$ cat src/rtl/bram_access_ctrl_pkg.sv
`default_nettype none
// ============================================================================
// Module      : bram_access_ctrl_pkg
// Description : Shared helpers for the block-RAM access controller: address
//               width calculation, legal RAM read latencies and the response
//               FIFO depth derivation.
// Revision    : 1.0 - initial release
// ============================================================================
package bram_access_ctrl_pkg;

  // RAM built without / with its optional output register.
  localparam int READ_LATENCY_NO_OREG = 1;
  localparam int READ_LATENCY_OREG    = 2;

  // Number of bits needed to hold the value 'depth' (0 for depth 0).
  function automatic int clogb2(input int depth);
    int d;
    int r;
    d = depth;
    for (r = 0; d > 0; r++) begin
      d = d >> 1;
    end
    return r;
  endfunction

  function automatic bit is_legal_latency(input int lat);
    return (lat == READ_LATENCY_NO_OREG) || (lat == READ_LATENCY_OREG);
  endfunction

  // One slot per in-flight read plus two slack entries keeps the request
  // channel streaming at full rate while the consumer accepts every cycle.
  function automatic int fifo_depth(input int lat);
    return lat + 2;
  endfunction

endpackage
`default_nettype wire

$ cat src/rtl/bram_rsp_fifo.sv
`default_nettype none
// ============================================================================
// Module      : bram_rsp_fifo
// Description : Small synchronous FIFO holding RAM read responses. Push has
//               no full check (the caller guarantees space by credit); pop
//               on an empty FIFO is ignored.
// Revision    : 1.0 - initial release
// ============================================================================
module bram_rsp_fifo #(
  parameter  int WIDTH = 32,
  parameter  int DEPTH = 4,
  localparam int CW    = $clog2(DEPTH + 1),
  localparam int PW    = (DEPTH > 1) ? $clog2(DEPTH) : 1
) (
  input  logic             clk,
  input  logic             rst_n,
  input  logic             i_push,
  input  logic [WIDTH-1:0] i_push_data,
  input  logic             i_pop,
  output logic             o_valid,
  output logic [WIDTH-1:0] o_data,
  output logic [CW-1:0]    o_count
);

  logic [WIDTH-1:0] r_mem [DEPTH];
  logic [PW-1:0]    r_wr_ptr;
  logic [PW-1:0]    r_rd_ptr;
  logic [CW-1:0]    r_count;
  logic             w_pop;

  // Pointer increment with wrap for non-power-of-two depths.
  function automatic logic [PW-1:0] f_next(input logic [PW-1:0] p);
    return (p == PW'(DEPTH - 1)) ? '0 : p + PW'(1);
  endfunction

  assign w_pop   = i_pop && (r_count != '0);
  assign o_valid = (r_count != '0);
  assign o_data  = r_mem[r_rd_ptr];
  assign o_count = r_count;

  // Storage array; contents need no reset because count gates visibility.
  always_ff @(posedge clk) begin
    if (i_push) begin
      r_mem[r_wr_ptr] <= i_push_data;
    end
  end

  // Pointers and occupancy; simultaneous push and pop leaves count unchanged.
  always_ff @(posedge clk or negedge rst_n) begin
    if (!rst_n) begin
      r_wr_ptr <= '0;
      r_rd_ptr <= '0;
      r_count  <= '0;
    end else begin
      if (i_push) begin
        r_wr_ptr <= f_next(r_wr_ptr);
      end
      if (w_pop) begin
        r_rd_ptr <= f_next(r_rd_ptr);
      end
      if (i_push && !w_pop) begin
        r_count <= r_count + CW'(1);
      end else if (!i_push && w_pop) begin
        r_count <= r_count - CW'(1);
      end
    end
  end

endmodule
`default_nettype wire

$ cat src/rtl/bram_access_ctrl.sv
`default_nettype none
// ============================================================================
// Module      : bram_access_ctrl
// Description : Requester-side controller for a single-port read-first block
//               RAM. Accepts valid/ready requests, drives the RAM port, tracks
//               the fixed read latency and returns one in-order response per
//               request through a credit-protected response FIFO.
// Revision    : 1.0 - initial release
// ============================================================================
module bram_access_ctrl
  import bram_access_ctrl_pkg::*;
#(
  parameter  int RAM_WIDTH    = 32,
  parameter  int RAM_DEPTH    = 1024,
  parameter  int READ_LATENCY = 2,
  localparam int AW           = clogb2(RAM_DEPTH - 1)
) (
  input  logic                 clka,
  input  logic                 rsta_n,
  input  logic                 req_valid,
  output logic                 req_ready,
  input  logic                 req_we,
  input  logic [AW-1:0]        req_addr,
  input  logic [RAM_WIDTH-1:0] req_wdata,
  output logic                 rsp_valid,
  input  logic                 rsp_ready,
  output logic [RAM_WIDTH-1:0] rsp_rdata,
  output logic [AW-1:0]        bram_addra,
  output logic [RAM_WIDTH-1:0] bram_dina,
  output logic                 bram_wea,
  output logic                 bram_ena,
  output logic                 bram_regcea,
  output logic                 bram_rsta,
  input  logic [RAM_WIDTH-1:0] bram_douta
);

  localparam int            FIFO_DEPTH = fifo_depth(READ_LATENCY);
  localparam int            CW         = $clog2(FIFO_DEPTH + 1);
  localparam logic [CW:0]   CRED_LIMIT = (CW + 1)'(FIFO_DEPTH);

  if (!is_legal_latency(READ_LATENCY)) begin : g_bad_latency
    $error("bram_access_ctrl: READ_LATENCY must be 1 or 2");
  end

  logic [READ_LATENCY-1:0] r_pipe_vld;
  logic                    w_accept;
  logic                    w_push;
  logic                    w_pop;
  logic [CW-1:0]           w_inflight;
  logic [CW-1:0]           w_fifo_count;
  logic [CW:0]             w_credit_used;

  // Every in-flight read and every queued response holds one FIFO credit,
  // so ready is purely a function of registered state.
  assign w_credit_used = {1'b0, w_inflight} + {1'b0, w_fifo_count};
  assign req_ready     = (w_credit_used < CRED_LIMIT);
  assign w_accept      = req_valid && req_ready;

  // RAM port is driven straight from the request so the RAM samples it
  // at the end of the accept cycle.
  assign bram_ena   = w_accept;
  assign bram_wea   = w_accept && req_we;
  assign bram_addra = req_addr;
  assign bram_dina  = req_wdata;
  assign bram_rsta  = ~rsta_n;

  if (READ_LATENCY == READ_LATENCY_OREG) begin : g_regce_oreg
    // Load the RAM output register only when stage 1 holds a live read.
    assign bram_regcea = r_pipe_vld[0];
  end else begin : g_regce_none
    assign bram_regcea = 1'b1;
  end

  // Latency tracker: one valid bit per RAM pipeline stage, advancing freely.
  always_ff @(posedge clka or negedge rsta_n) begin
    if (!rsta_n) begin
      r_pipe_vld <= '0;
    end else begin
      r_pipe_vld <= (r_pipe_vld << 1) | READ_LATENCY'(w_accept);
    end
  end

  // Count reads still travelling through the RAM.
  always_comb begin
    w_inflight = '0;
    for (int i = 0; i < READ_LATENCY; i++) begin
      w_inflight = w_inflight + CW'(r_pipe_vld[i]);
    end
  end

  assign w_push = r_pipe_vld[READ_LATENCY-1];
  assign w_pop  = rsp_valid && rsp_ready;

  bram_rsp_fifo #(
    .WIDTH (RAM_WIDTH),
    .DEPTH (FIFO_DEPTH)
  ) u_rsp_fifo (
    .clk         (clka),
    .rst_n       (rsta_n),
    .i_push      (w_push),
    .i_push_data (bram_douta),
    .i_pop       (w_pop),
    .o_valid     (rsp_valid),
    .o_data      (rsp_rdata),
    .o_count     (w_fifo_count)
  );

endmodule
`default_nettype wire

$ cat config.mk
export PLATFORM = sky130hd
export DESIGN_NAME = bram_access_ctrl
export DESIGN_NICKNAME = d
export VERILOG_FILES = /design/src/rtl/bram_access_ctrl_pkg.sv /design/src/rtl/bram_rsp_fifo.sv /design/src/rtl/bram_access_ctrl.sv
export SDC_FILE = /design/constraint.sdc
export NUM_CORES = 1
export LEC_CHECK = 0
export ABC_AREA = 1
export BUFFER_PORTS_ARGS = -buffer_cell sky130_fd_sc_hd__buf_4
export CAP_MARGIN = 20
export CORE_MARGIN = 2
export CORE_UTILIZATION = 56
export CTS_CLUSTER_SIZE = 16
export DETAILED_ROUTE_END_ITERATION = 8
export GPL_TIMING_DRIVEN = 0
export PLACE_DENSITY = 0.85
export RECOVER_POWER = 100
export SLEW_MARGIN = 5
export SYNTH_ARGS = -nofsm -noshare
export SYNTH_HDL_FRONTEND = slang
export SYNTH_SLANG_ARGS = --single-unit
export TNS_END_PERCENT = 30
$ cat constraint.sdc
create_clock -name clka -period 3.9 [get_ports clka]
set_clock_uncertainty 0.2 [all_clocks]
set_input_delay 0.78 -clock clka [delete_from_list [all_inputs] [get_ports clka]]
set_output_delay 0.78 -clock clka [all_outputs]
set_load 0.05 [all_outputs]
# ---- Yosys cells after proc, flatten, opt, wreduce, memory -nomap -nowiden
# Memory sizes are Yosys's and may differ from the RTL's.
# Cells that the tools add are included.
dict set report op_classes {
  add_sub_neg 6
  magnitude_cmp 1
  n_eq_ne 2
  n_mux 6
  bitwise 2
  n_reduce_logical 10
}
# operator count
set op_table {}
lappend op_table {{$logic_and 1x1->1} 6}
lappend op_table {{$mux 3} 2}
lappend op_table {{$add 2x1->2 const B} 2}
lappend op_table {{$add 3x3->4} 1}
lappend op_table {{$eq 2x2->1 const B} 2}
lappend op_table {{$lt 4x3->1 const B} 1}
lappend op_table {{$mux 2} 2}
lappend op_table {{$add 3x1->3 const B} 1}
lappend op_table {{$reduce_bool 3->1} 1}
lappend op_table {{$sub 3x1->3 const B} 1}
lappend op_table {{$add 1x1->2} 1}
lappend op_table {{$logic_not 1->1} 2}
lappend op_table {{$mux 1} 2}
lappend op_table {{$or 2x1->2} 1}
lappend op_table {{$reduce_bool 2->1} 1}
lappend op_table {{$not 1->1} 1}
dict set report totals {
  regBits 9
  mem_bits_rw 128
  in_bits 79
  out_inout_bits 80
  word_cells 32
  n_memories 1
}
# name words width read_ports rd_clocked_by_memory_dff wr line
set mem_list {}
lappend mem_list {u_rsp_fifo.r_mem 4 32 1 0 1 bram_rsp_fifo.sv:25} ;# logic [WIDTH-1:0] r_mem [DEPTH];

# ---- Depth between registers and ports, before layout
# Gate-level depths: netlist of run 1.
dict set report depth {
  depth_word 6
  mapped_depth 11
  mapped_depth_nobuf 11
}

# ---- Hierarchy
# From an unflattened synthesis of run 1, not the netlist that was laid out.
dict set report hier_totals {
  cells_unflattened 484
  hier_area_um2 5913.2
}
# mod instances cells_each area_each_um2 seq_area_each_um2
set by_module_without_submodules {}
lappend by_module_without_submodules {bram_rsp_fifo 1 427 5464.0 4018.9}
lappend by_module_without_submodules {bram_access_ctrl 1 57 449.2 50.0}

# ---- Worst setup path after synthesis of run 1
# Ideal clock, no wire load.
dict set report synth_timing {
  kind {register to output}
  start {register r_pipe_vld[0]}
  end {output bram_wea}
  arrival_time_ns 2.297
  t_required_ns 2.920
  path_slack_ns 0.623
  stages_incl_launch_ff 6
  path_buffers 0
  cell_sequence {dfrtp_1 ha_1 ha_1 nand3_1 nand2_1 nor3_1}
}
dict set report synth_via {
  elab_chain_len 5
}
# element line
set synth_lines {}
lappend synth_lines {{start: declaration} bram_access_ctrl.sv:45} ;# logic [READ_LATENCY-1:0] r_pipe_vld;
lappend synth_lines {{start signal: assignment} bram_access_ctrl.sv:79} ;# r_pipe_vld <= (r_pipe_vld << 1) | READ_LATENCY'(w_accept);
lappend synth_lines {{$add 1x1->2} bram_access_ctrl.sv:87} ;# w_inflight = w_inflight + CW'(r_pipe_vld[i]);
lappend synth_lines {{$add 3x3->4} bram_access_ctrl.sv:55} ;# assign w_credit_used = {1'b0, w_inflight} + {1'b0, w_fifo_count};
lappend synth_lines {{$lt 4x3->1} bram_access_ctrl.sv:56} ;# assign req_ready = (w_credit_used < CRED_LIMIT);
lappend synth_lines {{$logic_and 1x1->1} bram_access_ctrl.sv:57} ;# assign w_accept = req_valid && req_ready;
lappend synth_lines {{$logic_and 1x1->1} bram_access_ctrl.sv:62} ;# assign bram_wea = w_accept && req_we;
lappend synth_lines {{end: declaration} bram_access_ctrl.sv:30} ;# output logic bram_wea,
# Every way passes these cells.

# ---- Worst setup path in the final report of run 1
dict set report layout_timing {
  start {register u_rsp_fifo.r_rd_ptr[0]}
  end {output rsp_rdata[11]}
}
dict set report layout_via {
  elab_chain_len 1
}
# element line
set layout_lines {}
lappend layout_lines {{start: declaration} bram_rsp_fifo.sv:27} ;# logic [PW-1:0] r_rd_ptr;
lappend layout_lines {{start signal: assignment} bram_rsp_fifo.sv:59} ;# r_rd_ptr <= f_next(r_rd_ptr);
lappend layout_lines {{$mem_v2 4x32} -}
lappend layout_lines {{end: declaration} bram_access_ctrl.sv:27} ;# output logic [RAM_WIDTH-1:0] rsp_rdata,
# Every way passes these cells.

==> results of run 1 <==
-- cell usage in the layout (no fill, tap or decap), drive strengths merged, types with 2 or more instances in the layout --
master / instances
edfxtp: 128
clkbuf: 119
nand2: 115
buf: 81
inv: 79
o211ai: 64
dfrtp: 9
ha: 8
bufinv: 5
nor2: 4
nand3: 4
clkinvlp: 3
clkinv: 3
o21ai: 2
-- critical path: cells and delay by family (launching register included) --
family,cells,cell delay (ns)
compound gates,1,0.10
buf+inv,3,1.19
flops,1,0.42
simple gates,2,0.18
-- cells by family after synthesis --
group,Yosys count,synth area share
simple gates,125,0.08117
buf+inv,142,0.1218
xor+xnor,1,0.001488
compound gates,67,0.08415
flops,137,0.6910
fa+ha+maj,9,0.02040
-- worst min path at each step --
stage | to | cells after the start | slack (ns)
after floorplan | u_rsp_fifo.o_count[2]$_DFFE_PN0P_ | 2 | 0.26
after global placement | r_pipe_vld[1]$_DFF_PN0_ | 0 | 0.20
after detailed placement | r_pipe_vld[1]$_DFF_PN0_ | 0 | 0.21
after CTS | r_pipe_vld[1]$_DFF_PN0_ | 0 | 0.22
after global routing | r_pipe_vld[1]$_DFF_PN0_ | 0 | 0.24
final | r_pipe_vld[1]$_DFF_PN0_ | 0 | 0.22
-- timing repair --
| item | CTS | global route |
|---|---|---|
| resized for setup | 0 | 0 |
| hold endpoints to repair | 9 | 0 |
| hold buffers | 1 | 0 |
-- sequential cells by signal, summed over array words and instances, names as in the netlist --
| signal | flops |
|---|---|
| u_rsp_fifo.o_count | 3 |
| u_rsp_fifo.r_rd_ptr | 2 |
| r_pipe_vld | 2 |
| u_rsp_fifo.r_wr_ptr | 2 |
| u_rsp_fifo.r_mem | 128 |
-- cell type report --
cell class / count / area [um2] / share of cell area
flip-flops and latches: 137 / 4069 / 0.5614
multi-input cells: 202 / 1102 / 0.1521
repair buffers: 117 / 539.3 / 0.07440
clock buffers: 21 / 469.2 / 0.06473
plain buffers: 63 / 410.4 / 0.05662
inverters: 79 / 296.5 / 0.04091
clock inverters: 11 / 191.4 / 0.02641
well taps: 136 / 170.2 / 0.02348
-- per-layer routing --
layer / vias to the layer above / global-route usage / share of wire
met5: - / 0 / 0
met4: 0 / 0.1030 / 0.021
met3: 24 / 0.07603 / 0.082
met2: 194 / 0.4290 / 0.53
met1: 1908 / 0.2546 / 0.36
li1: 1865 / - / -
-- per-stage QoR --
step | util | cells | setup slack, ns
after CTS | 0.7395 | 766 | 0.8055
after floorplan | - | 481 | 0.6233
after global placement | 0.6742 | 733 | 1.459
final | 0.7053 | 766 | 0.4947
after detailed placement | 0.6742 | 733 | 1.376
after global routing | 0.7053 | 766 | 0.3651
-- power breakdown --
part	total [mW]	internal, mW	switching, mW
Clock	1.74	1.17	0.573
Sequential	2.01	1.90	0.102
Combinational	2.73	0.669	2.06
Total	6.48	3.74	2.73
==> metrics.md, run 1 <==
| Metric | Value |
|---|---|
| Vias | 3991 |
| I/O Buffers | 116 |
| Most common flop cell mapped by yosys | edfxtp_1 |
| Remaining Overflow, GRT | 0 |
| Startpoint Class | flip-flop |
| Post-CTS setup buffers | 0 |
| Worst Hold Class | reg -> reg |
| Synth Instances | 481 |
| Average wire per standard cell | 17.07 um |
| Worst path cell trace | clkbuf_1, clkbuf_1, nand2_1, o211ai_1, nand2_1, clkbuf_1 |
| Setup TNS Final | 0 ns |
| Relative slew slack | 0.01156 |
| Ant. Diodes | 0 |
| DRT Wirelength | 13.08 mm |
| Gr usage total | 0.2375 |
| Design Power | 6.475 mW |
| Antenna Nets Post-Route | 0 |
| CP Launch Point | u_rsp_fifo.r_rd_ptr[0]$_DFFE_PN0P_ |
| Mapped cell area | 5888 um2 |
| PwrDens | 893.3 nW/um2 |
| Max VDD drop | 593.4 uV |
| Worst EP required | 2.92 ns |
| TritonRoute pass-1 iters | 4 |
| Area of the die | 11350 um2 |
| DRC errors left | 0 |
| Crit path max-delay cell type | clkbuf_1 |
| Number of global-route vias before repair | 4123 |
| Mean post-synth cell area | 12.24 um2 |
| Reg2reg path depth | 4 |
| Ranking of synthesized cells by area | edfxtp_1, o211ai_1, nand2_1, buf_4, inv_1 |
| DP HPWL | 8.384 mm |
| Initial antenna violation count | 0 |
| Achievable Freq | 293.7 MHz |
| Critical Path Max Stage Delay | 0.52 ns |
| Mapped Nets | 569 |
| Worst-path maximum fanout | 10 |
| Vias per inst | 5.210 |
| Violated checks | max-capacitance violations |
| Hold Path Origin | r_pipe_vld[0]$_DFF_PN0_ |
| Least-Margin Pin Slew | 1.481 ns |
| Layout cells sized above 1 | 0.1794 |
| Filler cells | 748 |
| Top cell type by total area after synthesis | edfxtp_1 |
| Final setup fails | 0 |
| EDFF count, synth | 128 |
| Post-synth cell types | 19 |
| Async S/R FF share, synth | 0.06569 |
| Die height | 106.5 um |
| CTS max path bufs | 2 |
| Synth top area share | 0.6528 |
| Area growth syn-to-layout | 23.10% |
| Critical R2R Capture | u_rsp_fifo.r_mem[1][17]$_DFFE_PP_ |
| # rows | 37 |
| Final min period | 3.405 ns |
| Die Wd | 106.5 um |
| Yosys warning count | 0 |
| Placer Congestion | 0.7697 |
| Initial Utilization | 0.5729 |
| #FFs+latches synth | 137 |
| Initial DRC Count | 276 |
| CTS Buf Count | 17 |
| Worst r2r src | u_rsp_fifo.r_wr_ptr[1]$_DFFE_PN0P_ |
| CTS tree | built |
| Max Cap Viol | 2 |
| CTS H-tree lvls | 4 |
| Sequential share of the synthesized area | 0.6910 |
| Most frequent cell after synthesis | edfxtp_1 |
| # IOs | 159 |
| Hold Vio Cnt, Final | 0 |
| Worst setup EP type | output pin |
| Post-synth top cells | edfxtp_1, nand2_1, inv_1 |
| Area of the core | 10280 um2 |
| RSZ-0062 raised after global routing | false |
| Clock transition at path regs | 0.06 ns |
| Fin area | 7248 um2 |
| # nets final | 705 |
| DP Area | 6929 um2 |
| Reg2reg setup slack | 1.50 ns |
| Clk sinks | 137 |
| Max-slew violation count | 0 |
| Worst Setup Path Type | reg -> out |
| WHS | 0.2171 ns |
| Largest net degree at the start of global routing | 33 |
| Crit path to | rsp_rdata[11] |
| CTS root buf | clkbuf_8 |
| Global-route wire length before repair | 19.81 mm |
| Tcrit/Tclk final | 0.8732 |
| Most frequent CP cell | clkbuf_1 |
| CP arrival | 2.43 ns |
| Status | finished with violations |
| Worst skew pair latency | 0.53 ns |
| Pleak | 2.966 nW |
Power figures use the tool's default switching activity.
==> run 2, diff against run 1 <==
Settings changed: REMOVE_ABC_BUFFERS from default to 1.
Clock period 3.9 ns to 4 ns, I/O delays scaled along.
==> run 2 against run 1 <==
Net effect: the flow finishes with violations (max-capacitance violations, max-slew violations); die area unchanged; worst hold slack lost 0.0092 ns; critical path depth fell by 2; power fell by 13%; global-route usage fell by 0.59 points; highest routed layer is now met5; count of clock-buffer cells in the layout shrank 3; critical path type unchanged; largest cell class unchanged; non-clock buffer count is 104 lower; largest power group unchanged.
==> metrics.md, run 2 (synthesis results as in run 1) <==
| Metric | Value |
|---|---|
| Comb power frac | 0.379 (was 0.421) |
| Area of the die | 11350 um2 (unchanged) |
| DP HPWL | 7.825 mm (was 8.384 mm) |
| Layout cells sized above 1 | 0.07414 (was 0.1794) |
| # rows | 37 (unchanged) |
| Final setup fails | 0 (unchanged) |
| Gr usage total | 0.2316 (was 0.2375) |
| Vias per inst | 5.376 (was 5.210) |
| CTS Buf Count | 17 (unchanged) |
| Post-CTS setup buffers | 0 (unchanged) |
| Commonest non-fill, non-tap cells in the layout | edfxtp_1, nand2_1, inv_1, o211ai_1, clkbuf_1 (was edfxtp_1, nand2_1, clkbuf_1, inv_1, buf_4) |
| Hold Path Depth | 0 (unchanged) |
| Pre-CTS setup slack | 1.022 ns (was 1.376 ns) |
| Seq. cell area | 4074 um2 (was 4069 um2) |
| Achievable Freq | 272.8 MHz |
| CP Launch Point | u_rsp_fifo.r_rd_ptr[1]$_DFFE_PN0P_ (was u_rsp_fifo.r_rd_ptr[0]$_DFFE_PN0P_) |
| Max VDD drop | 493.2 uV (was 593.4 uV) |
| Area growth syn-to-layout | 10.45% (was 23.10%) |
| Number of global-route vias before repair | 3562 (was 4123) |
| # nets final | 601 (was 705) |
| Met3 WL | 1.653 mm (was 1.073 mm) |
| Net Sw Frac | 0.4347 (was 0.4220) |
| Startpoint Class | flip-flop (unchanged) |
| Die height | 106.5 um (unchanged) |
| Psw | 2.445 mW (was 2.733 mW) |
| Met2 WL post-DR | 5.954 mm (was 6.994 mm) |
| Vias | 3559 (was 3991) |
| PwrDens | 864.9 nW/um2 (was 893.3 nW/um2) |
| Reg2reg path depth | 4 (unchanged) |
| CTS tree | built (unchanged) |
| Clock transition at path regs | 0.06 ns (about the same) |
| Max-slew violation count | 66 (was 0) |
| CTS max path bufs | 2 (unchanged) |
| Worst skew pair latency | 0.51 ns (was 0.53 ns) |
| CTS root buf | clkbuf_8 (unchanged) |
| Global-route wire length before repair | 18.75 mm (was 19.81 mm) |
| Area of the core | 10280 um2 (unchanged) |
| Worst Hold Class | reg -> reg (unchanged) |
| Top sig layer | met5 (was met4) |
| Worst EP required | 3.00 ns (was 2.92 ns) |
| CTS H-tree lvls | 4 (unchanged) |
| Remaining Overflow, GRT | 0 (unchanged) |
| Initial DRC Count | 216 (was 276) |
| Worst setup EP type | output pin (unchanged) |
| Violated checks | max-capacitance violations, max-slew violations (was max-capacitance violations) |
| Worst Setup Path Type | reg -> out (unchanged) |
| Filler cells | 799 (was 748) |
| Largest Register | u_rsp_fifo.r_mem (unchanged) |
| Commonest non-fill, non-tap cell in the layout | edfxtp_1 (unchanged) |
| Fin area | 6504 um2 (was 7248 um2) |
| CP arrival | 2.67 ns (was 2.43 ns) |
| Initial antenna violation count | 0 (unchanged) |
| Largest net degree at the start of global routing | 69 (was 33) |
| TritonRoute pass-1 iters | 5 (was 4) |
| Setup WS post-layout | 0.3344 ns (was 0.4947 ns) |
| # IOs | 159 (unchanged) |
| Post_cts resized | 0 (unchanged) |
| Relative slew slack | -0.007583 (was 0.01156) |
| Placer Congestion | 0.7395 (was 0.7697) |
| Tcrit/Tclk final | 0.9164 |
| Max Cap Viol | 3 (was 2) |
| Pleak | 2.547 nW (was 2.966 nW) |
| Hold Path Origin | r_pipe_vld[0]$_DFF_PN0_ (unchanged) |
| Design Power | 5.625 mW (was 6.475 mW) |
| DP Area | 6218 um2 (was 6929 um2) |
| Final min period | 3.666 ns |
| Least-Margin Pin Slew | 1.510 ns (was 1.481 ns) |
| WL met1 | 4.646 mm (was 4.729 mm) |
| CTS Hold Bufs | 1 (unchanged) |
| Internal | 3.180 mW (was 3.743 mW) |
| Hold Vio Cnt, Final | 0 (unchanged) |
| Clock share of power | 0.248 (was 0.269) |
| I/O Buffers | 74 (was 116) |
| Ant. Diodes | 0 (unchanged) |
| Worst r2r src | u_rsp_fifo.r_wr_ptr[1]$_DFFE_PN0P_ (unchanged) |
| Clk sinks | 137 (unchanged) |
| Antenna Nets Post-Route | 0 (unchanged) |
| Initial Utilization | 0.5729 (unchanged) |
| Max FFs per register | 128 (unchanged) |
| DRT Wirelength | 12.51 mm (was 13.08 mm) |
| RSZ-0062 raised after global routing | false (unchanged) |
| Multi-input logic area | 1102 um2 (unchanged) |
| Average wire per standard cell | 18.90 um (was 17.07 um) |
| DRC errors left | 0 (unchanged) |
| Status | finished with violations (unchanged) |
| Die Wd | 106.5 um (unchanged) |
| Worst-path maximum fanout | 35 (was 10) |
| Flop pwr share | 0.373 (was 0.310) |
[run 2: routing by layer]
layer | track usage | vias to the layer above
met1 | 0.2710 | 1674
met2 | 0.3530 | 203
li1 | - | 1656
met5 | 0.08571 | -
met4 | 0.08720 | 4
met3 | 0.1263 | 22
[run 2: path summary, 6_finish.rpt]
kind,endpoint,slack [ns]
setup / recovery,rsp_rdata[2],0.33
hold / removal,r_pipe_vld[1]$_DFF_PN0_,0.21
setup reg to reg,u_rsp_fifo.r_mem[1][30]$_DFFE_PP_,1.58
hold reg to reg,r_pipe_vld[1]$_DFF_PN0_,0.21
max in group asynchronous,u_rsp_fifo.r_rd_ptr[0]$_DFFE_PN0P_,2.58
min in group asynchronous,r_pipe_vld[0]$_DFF_PN0_,0.59
[run 2: layout make-up]
type | count | area share
clock buffers | 18 | 0.06426
clock inverters | 14 | 0.01731
inverters | 79 | 0.04559
multi-input cells | 202 | 0.1695
flip-flops and latches | 137 | 0.6264
well taps | 136 | 0.02616
repair buffers | 76 | 0.05079
[run 2: worst max-delay path, cell delays in order (launching register included)]
cell	delay, ns
dfrtp_2	0.69
inv_2	0.64
o211ai_1	0.19
nand2_1	0.11
clkbuf_1	0.49
[run 2: stage by stage]
stage	util	instances	hold slack, ns	setup TNS (ns)
2_1_floorplan	-	418	0.2628	0
3_3_place_gp	0.6026	628	0.1949	-14.94
3_5_place_dp	0.6051	629	0.2002	0
4_1_cts	0.6577	662	0.2159	0
5_1_grt	0.6328	662	0.2261	0
6_report	0.6328	662	0.2079	0
[run 2: power by group through the flow]
stage / sequential [mW] / combinational [mW] / clock (mW)
floorplan: 2.11 / 1.61 / 0
global placement: 2.18 / 2.23 / 0
detailed placement: 2.12 / 2.37 / 0
CTS: 2.09 / 2.39 / 1.42
global route: 2.14 / 2.30 / 1.47
finish: 2.10 / 2.13 / 1.39
